[src/rtl/dnn_loader.sv]
// Frame sequencer for the dnn datapath: streams 4 inputs and 24 weights into a held
// frame, fires dnn once, captures the result pair and offers it on a valid/ready port.
module dnn_loader #(
  parameter int DATA_W  = 5,
  parameter int OUT_W   = 17,
  parameter int TIMEOUT = 15
) (
  input  logic                     clk,
  input  logic                     rst,
  input  logic                     s_valid,
  output logic                     s_ready,
  input  logic signed [DATA_W-1:0] s_data,
  input  logic                     cfg_reuse_w,
  output logic [28*DATA_W-1:0]     frame_o,
  output logic                     in_ready,
  input  logic                     out10_ready,
  input  logic                     out11_ready,
  input  logic signed [OUT_W-1:0]  out0,
  input  logic signed [OUT_W-1:0]  out1,
  output logic                     res_valid,
  input  logic                     res_ready,
  output logic signed [OUT_W-1:0]  res0,
  output logic signed [OUT_W-1:0]  res1,
  output logic                     err
);
  localparam int N_WORDS = 28;
  localparam int N_X     = 4;
  localparam int IDX_W   = $clog2(N_WORDS);
  localparam int CNT_W   = $clog2(TIMEOUT + 1);

  typedef enum logic [1:0] {LOAD, FIRE, WAIT, RESULT} state_e;

  state_e                    state_q, state_d;
  logic [IDX_W-1:0]          idx_q, idx_d;
  logic [CNT_W-1:0]          cnt_q, cnt_d;
  logic [N_WORDS*DATA_W-1:0] frame_q, frame_d;
  logic                      reuse_q, reuse_d;
  logic                      w_valid_q, w_valid_d;
  logic                      in_ready_q, in_ready_d;
  logic                      res_valid_q, res_valid_d;
  logic                      err_q, err_d;
  logic signed [OUT_W-1:0]   res0_q, res0_d, res1_q, res1_d;
  logic                      reuse_cur, last_word;

  // Frame mode is decided on word 0 and held for the remaining words of the frame.
  assign reuse_cur = (idx_q == '0) ? (cfg_reuse_w && w_valid_q) : reuse_q;
  assign last_word = reuse_cur ? (idx_q == IDX_W'(N_X - 1)) : (idx_q == IDX_W'(N_WORDS - 1));

  always_comb begin
    // NOTE: every _d starts from its held value so no branch of the case can infer a latch.
    state_d     = state_q;
    idx_d       = idx_q;
    cnt_d       = cnt_q;
    frame_d     = frame_q;
    reuse_d     = reuse_q;
    w_valid_d   = w_valid_q;
    in_ready_d  = 1'b0;
    res_valid_d = res_valid_q;
    err_d       = err_q;
    res0_d      = res0_q;
    res1_d      = res1_q;
    case (state_q)
      LOAD: begin
        if (s_valid) begin
          frame_d[DATA_W*int'(idx_q) +: DATA_W] = s_data;
          reuse_d = reuse_cur;
          if (last_word) begin
            idx_d      = '0;
            state_d    = FIRE;
            in_ready_d = 1'b1;
            if (!reuse_cur) w_valid_d = 1'b1;
          end else begin
            idx_d = idx_q + 1'b1;
          end
        end
      end
      FIRE: begin
        state_d = WAIT;
        cnt_d   = '0;
      end
      WAIT: begin
        // A lone ready flag is not a result; only both together trigger capture.
        if (out10_ready && out11_ready) begin
          res0_d      = out0;
          res1_d      = out1;
          res_valid_d = 1'b1;
          state_d     = RESULT;
        end else if (cnt_q == CNT_W'(TIMEOUT - 1)) begin
          err_d     = 1'b1;
          w_valid_d = 1'b0;
          state_d   = LOAD;
        end else begin
          cnt_d = cnt_q + 1'b1;
        end
      end
      RESULT: begin
        if (res_ready) begin
          res_valid_d = 1'b0;
          state_d     = LOAD;
        end
      end
      default: state_d = LOAD;
    endcase
  end

  // NOTE: sequential state uses <= so every flop samples its peers' pre-edge values.
  always_ff @(posedge clk) begin
    if (rst) begin
      // NOTE: the frame is a register bank driving dnn directly, so it is reset like any flop.
      state_q     <= LOAD;
      idx_q       <= '0;
      cnt_q       <= '0;
      frame_q     <= '0;
      reuse_q     <= 1'b0;
      w_valid_q   <= 1'b0;
      in_ready_q  <= 1'b0;
      res_valid_q <= 1'b0;
      err_q       <= 1'b0;
      res0_q      <= '0;
      res1_q      <= '0;
    end else begin
      state_q     <= state_d;
      idx_q       <= idx_d;
      cnt_q       <= cnt_d;
      frame_q     <= frame_d;
      reuse_q     <= reuse_d;
      w_valid_q   <= w_valid_d;
      in_ready_q  <= in_ready_d;
      res_valid_q <= res_valid_d;
      err_q       <= err_d;
      res0_q      <= res0_d;
      res1_q      <= res1_d;
    end
  end

  assign s_ready   = (state_q == LOAD);
  assign frame_o   = frame_q;
  assign in_ready  = in_ready_q;
  assign res_valid = res_valid_q;
  assign res0      = res0_q;
  assign res1      = res1_q;
  assign err       = err_q;

endmodule

[config.mk]
export PLATFORM = sky130hd
export DESIGN_NAME = dnn_loader
export DESIGN_NICKNAME = d
export VERILOG_FILES = /design/src/rtl/dnn_loader.sv
export SDC_FILE = /design/constraint.sdc
export NUM_CORES = 1
export LEC_CHECK = 0
export CORE_UTILIZATION = 40
export CTS_BUF_LIST = sky130_fd_sc_hd__clkbuf_2 sky130_fd_sc_hd__clkbuf_4 sky130_fd_sc_hd__clkbuf_8
export DETAILED_ROUTE_END_ITERATION = 8
export PLACE_DENSITY = 0.76
export SLEW_MARGIN = 15
export SYNTH_ARGS = -nofsm -noshare
export SYNTH_HDL_FRONTEND = slang
export SYNTH_SLANG_ARGS = --single-unit
export TNS_END_PERCENT = 20
[constraint.sdc]
create_clock -name clk -period 3 [get_ports clk]
set_input_delay 0.3 -clock clk [delete_from_list [all_inputs] [get_ports clk]]
set_output_delay 0.3 -clock clk [all_outputs]
set_load 0.01 [all_outputs]
# [Word level (Yosys, flattened, before mapping)]
# Cells that the tools add are included.
# W data, S select, Z words.
[classes] n_bitwise=3 muxes=23 eq_ne=15 n_reduce_logical=15 addsub=3 n_mul=1 shifts=2
[ops] operator="$bwmux W140" n=1
[ops] operator="$shift A5 B33 Y140 const A" n=1
[ops] operator="$shiftx A5 B33 Y140" n=1
[ops] operator="$neg A8 Y33" n=1
[ops] operator="$ne A2 B2 Y1 const B" n=7
[ops] operator="$mux W1" n=10
[ops] operator="$mux W2" n=5
[ops] operator="$reduce_and A3 Y1" n=3
[ops] operator="$mul A3 B5 Y8 const A" n=1
[ops] operator="$mux W4" n=2
[ops] operator="$pmux W2 S4" n=1
[ops] operator="$pmux W4 S2" n=1
[ops] operator="$reduce_and A6 Y1" n=1
[ops] operator="$reduce_bool A2 Y1" n=3
[ops] operator="$add A5 B1 Y5 const B" n=1
[ops] operator="$eq A5 B2 Y1 const B" n=1
[ops] operator="$eq A5 B5 Y1 const B" n=1
[ops] operator="$logic_not A5 Y1" n=1
[ops] operator="$mux W5" n=1
[ops] operator="$add A4 B1 Y4 const B" n=1
[ops] operator="$eq A2 B2 Y1 const B" n=2
[ops] operator="$eq A4 B4 Y1 const B" n=1
[ops] operator="$pmux W1 S2" n=2
[ops] operator="$reduce_and A2 Y1" n=2
[ops] operator="other kinds (8)" n=11
[totals] register_bits=190 inputBits=46 output_inout_bits=178

# [Longest topological paths before layout]
# Gate-level depths: netlist of the first run.
[logic_depth] word_depth=6 ltp_mapped=11 depth_no_buf=9

# [Worst setup path before layout of the first run]
# OpenSTA, ideal clock, no wires.
[synth_timing] path_type="register -> register" startpoint="reg idx_q[0]" endpoint="reg frame_q[130], in the netlist frame_o[130]" period_less_slack_ps=2749 path_stages_with_launch=12 setup_slack_ps=251 t_arrival_ps=2622 required_time_ps=2872 path_buffers=2 setup_time_ps=128 path_cell_list="dfxtp_1 > clkbuf_1 > inv_1 > ha_1 > clkbuf_2 > nor3b_1 > ha_1 > and3b_1 > nand3_1 > a21oi_2 > mux2i_1 > nor2_1"
[synth_between] elab_chain_len=4 elab_cells_between_ends=5
[synth_lines] element="from (decl)" line="34" text="logic [IDX_W-1:0] idx_q, idx_d;"
[synth_lines] element="from (signal assigned)" line="123" text="idx_q <= idx_d;"
[synth_lines] element="$mul A3 B5 Y8 (*)" line="65" text="frame_d[DATA_W*int'(idx_q) +: DATA_W] = s_data;"
[synth_lines] element="$neg A8 Y33 (*)" line="65"
[synth_lines] element="$shiftx A5 B33 Y140 or $shift A5 B33 Y140 (tied branches)" line="65"
[synth_lines] element="$bwmux W140 (*)" line="65"
[synth_lines] element="to (signal assigned)" line="125" text="frame_q <= frame_d;"
[synth_lines] element="to (decl)" line="36" text="logic [N_WORDS*DATA_W-1:0] frame_q, frame_d;"
# Mark *: on every way between the ends. The rest lies on a longest branch, timed or not.
# A chain may end at the register's enable or synchronous reset.

# [Worst setup path after layout of the first run]
[layout_timing] startpoint="reg idx_q[1]" endpoint="reg frame_q[113], in the netlist frame_o[113]"
# The elaborated chain is that of the path after synthesis.

==> impl_metrics.toml, run 1 <==
[cts]
clkSlewWorstSetupHoldPaths_ps = 100
numClockSinks = 190
cts_made_buffers = 17
postCtsHoldBufs = 0
cts_tree = "done"
clkLatencyLatePin_ps = 450
clockBufferDepth = 2
htree_levels = 4
root_buffer = "clkbuf_8"
post-cts-setup-buffers = 0

[synthesis]
muxShareOfSynthArea_pct = 18.9
syn_inst = 773
synth-simple-area-share_pct = 17.9
synth_area_mm2 = 0.00743
syn_area_per_cell_um2 = 9.62
synth_compound_area_share_pct = 6.45
synth-xor-area-share_pct = 0.825
synthAdderAreaFrac_pct = 1.68
syn_nets = 829
seq_area_frac_synth_pct = 51.2
synth_top_family_by_area = "multiplexers"
ys_warn_count = 0
synthDistinctLibCells = 46
synth_seq_cells = 190

[layout]
drive_gt1_share_pct = 7.79
nNetsFinal = 1034
antenna_cells = 0
syn_to_final_growth_pct = 38.3
final_util_pct = 56.8
fin_cells = 1218

[critical_path]
critPathLaunch = "idx_q[1]"
path_delay_family = "simple AND/OR/NAND/NOR gates"
critPathMaxStageDelay_ps = 520
cp_common_cell = "ha_1"
worstReg2RegStart = "idx_q[1]"
crit_type = "reg -> reg"
cp_max_fo = 10
end_kind = "flip-flop"
path_cells = "inv_1 > ha_1 > nor3b_1 > ha_1 > and3b_1 > nand3_1 > nor2_4 > mux2i_1 > nor2_1"
startpoint_type = "flip-flop"
arrival_ps = 3170
critPathBufInv = 1
cp.required_ps = 3340
crit_slowest_cell = "dfxtp_1"

[global_route]
antenna_found_initial = 0
grt.total_usage_pct = 21.2
grt_pass1_wl_um = 32000
grt_max_degree = 74
grt_pass1_vias = 5848
overflow = 0

[floorplanning]
design.die.area_mm2 = 0.0191
core_mm2 = 0.0181
die_w_um = 138
die_h_um = 138
io_pins = 224
start_util_pct = 41.1
fp-row-count = 49

[placement]
hpwl_um = 13900
routabilityCongestion = 0.855
numPortBuffers = 223
post-place-ws_ps = 233
dp.cells = 1188

[routing]
ant_nets = 0
drt_iter0_markers = 307
dr.pass1.iters = 6
remaining_drc_errors = 42
wl_per_cell_um = 16.6
vias = 6029
via_per_inst = 4.95
routed_wl_um = 20200

[status]
violations = "design-rule violations"
outcome = "complete, but fails checks"

[timing]
setup_ws_ps = 177
fin_worst_skew_ps = 10.2
timing.final.hold_violations = 0
max_slew.worst_pin.slew_ps = 782
setup_viol = 0
period_needed_ps = 2820
slew_viol_final = 0
rsz0062_at_grt = "yes"
period_share_pct = 94.1
slew_headroom_pct = 47.9
fmax_ghz = 0.354

[min_path]
hp-start = "rst"
min_path_type = "in -> reg"

[power_and_ir_drop]
p_leak_nw = 3.43
power_mw = 5.17
p_per_area_mw_per_mm2 = 503
worst_ir_drop_vdd_mv = 0.298

[run]
drv_cap = 0
[final cells by class]
type	count	area (um2)
clock buffers	21	277
clock inverters	9	124
fillers	1594	7810
inverters	10	37.5
multi-input cells	525	3410
flip-flops and latches	190	3800
well taps	229	287
repair buffers	234	2340
[flip-flops by register name (all words and copies together), names as in the netlist, 2 cells and up]
signal / count
cnt_q: 4
frame_o: 140
idx_q: 5
res0: 17
res1: 17
state_q: 2
[cells in the final DEF (no fill, tap or decap), types with 4 or more instances in the layout]
master,netlist,final
nor2_2,8,7
and2_1,6,6
clkbuf_8,0,19
mux2i_1,140,140
buf_4,2,10
nand4_1,4,4
nand2_1,77,77
nor2_1,156,156
a21oi_1,41,41
clkdlybuf4s50_1,0,222
inv_1,10,10
inv_6,0,4
dfxtp_1,190,190
and3_1,7,7
o21ai_0,4,4
xor2_1,5,5
nor2_4,8,9
a21oi_2,11,10
nand3_1,11,11
ha_1,10,10
[repair_timing]
action,in CTS,in global routing
resized for setup,0,2
endpoints found under the setup margin,0,1
endpoints found under the hold margin,0,0
[logic make-up (layout without fill, tap and decap cells)]
family,Yosys count,in the layout
DFF,190,190
and+or+nand+nor,297,297
buffers and inverters,58,274
adders and majority gates,10,10
xor gates and xnor gates,7,7
muxes,140,140
AOI/OAI and AO/OA,71,71
[report_power, final]
part           switching (mW)  internal [mW]  total [mW]
Sequential             0.0281           2.56        2.59
Clock                   0.920          0.816        1.74
Combinational           0.547          0.304       0.851
Total                    1.49           3.68        5.17
[final timing paths]
check,cells past startpoint,endpoint,slack [ps]
min reg2reg,2,res1[14],460
max reg2reg,9,frame_o[113],180
max,9,frame_o[113],180
min,2,frame_o[6],330
[per-layer routing]
metal / vias up / part of all wire, % / track usage, %
met4: 0 / 1.0 / 5.74
met1: 2830 / 44 / 26.6
met3: 15 / 10 / 8.87
met2: 207 / 45 / 33.2
met5: - / 0 / 0
li1: 2977 / - / -
[synthesized netlist by cell type (all sizes together)]
cell / n / area share [%]
a211oi: 2 / 0.37
a21boi: 1 / 0.10
a21o: 1 / 0.10
a21oi: 52 / 4.1
a311oi: 1 / 0.12
a31oi: 2 / 0.57
a32oi: 1 / 0.12
and2: 6 / 0.51
and3: 7 / 0.59
and3b: 2 / 0.24
and4: 1 / 0.12
and4b: 1 / 0.13
buf: 4 / 0.34
clkbuf: 44 / 2.2
dfxtp: 190 / 51
ha: 10 / 1.7
inv: 10 / 0.51
mux2i: 140 / 19
nand2: 77 / 3.9
nand2b: 3 / 0.25
nand3: 11 / 0.74
nand3b: 1 / 0.10
nand4: 6 / 0.67
nor2: 172 / 9.8
nor2b: 3 / 0.25
nor3: 1 / 0.067
nor3b: 2 / 0.20
o21a: 1 / 0.10
o21ai: 7 / 0.57
o21bai: 1 / 0.10
o311a: 1 / 0.13
o31ai: 1 / 0.10
or3: 3 / 0.32
or4: 1 / 0.10
xnor2: 2 / 0.24
xor2: 5 / 0.59
[per-stage QoR]
step | TNS [ps] | hold WS (ps) | cell area, um2
2_1_floorplan | 0 | 436 | 7430
3_3_place_gp | 0 | 438 | 9870
3_5_place_dp | 0 | 447 | 9870
4_1_cts | 0 | 303 | 10300
5_1_grt | -19.5 | 313 | 10300
6_report | 0 | 334 | 10300
(Power assumes the default switching activity.)
==> run 2: changes to the inputs <==
--- a/config.mk
+++ b/config.mk
@@ -8,7 +8,9 @@
 export CORE_UTILIZATION = 40
 export CTS_BUF_LIST = sky130_fd_sc_hd__clkbuf_2 sky130_fd_sc_hd__clkbuf_4 sky130_fd_sc_hd__clkbuf_8
 export DETAILED_ROUTE_END_ITERATION = 8
+export HOLD_SLACK_MARGIN = 0.12
 export PLACE_DENSITY = 0.76
+export SKIP_CTS_REPAIR_TIMING = 1
 export SLEW_MARGIN = 15
 export SYNTH_ARGS = -nofsm -noshare
 export SYNTH_HDL_FRONTEND = slang
==> results of run 2 <==
The final DEF is identical to that of run 1; final timing and power are the same.
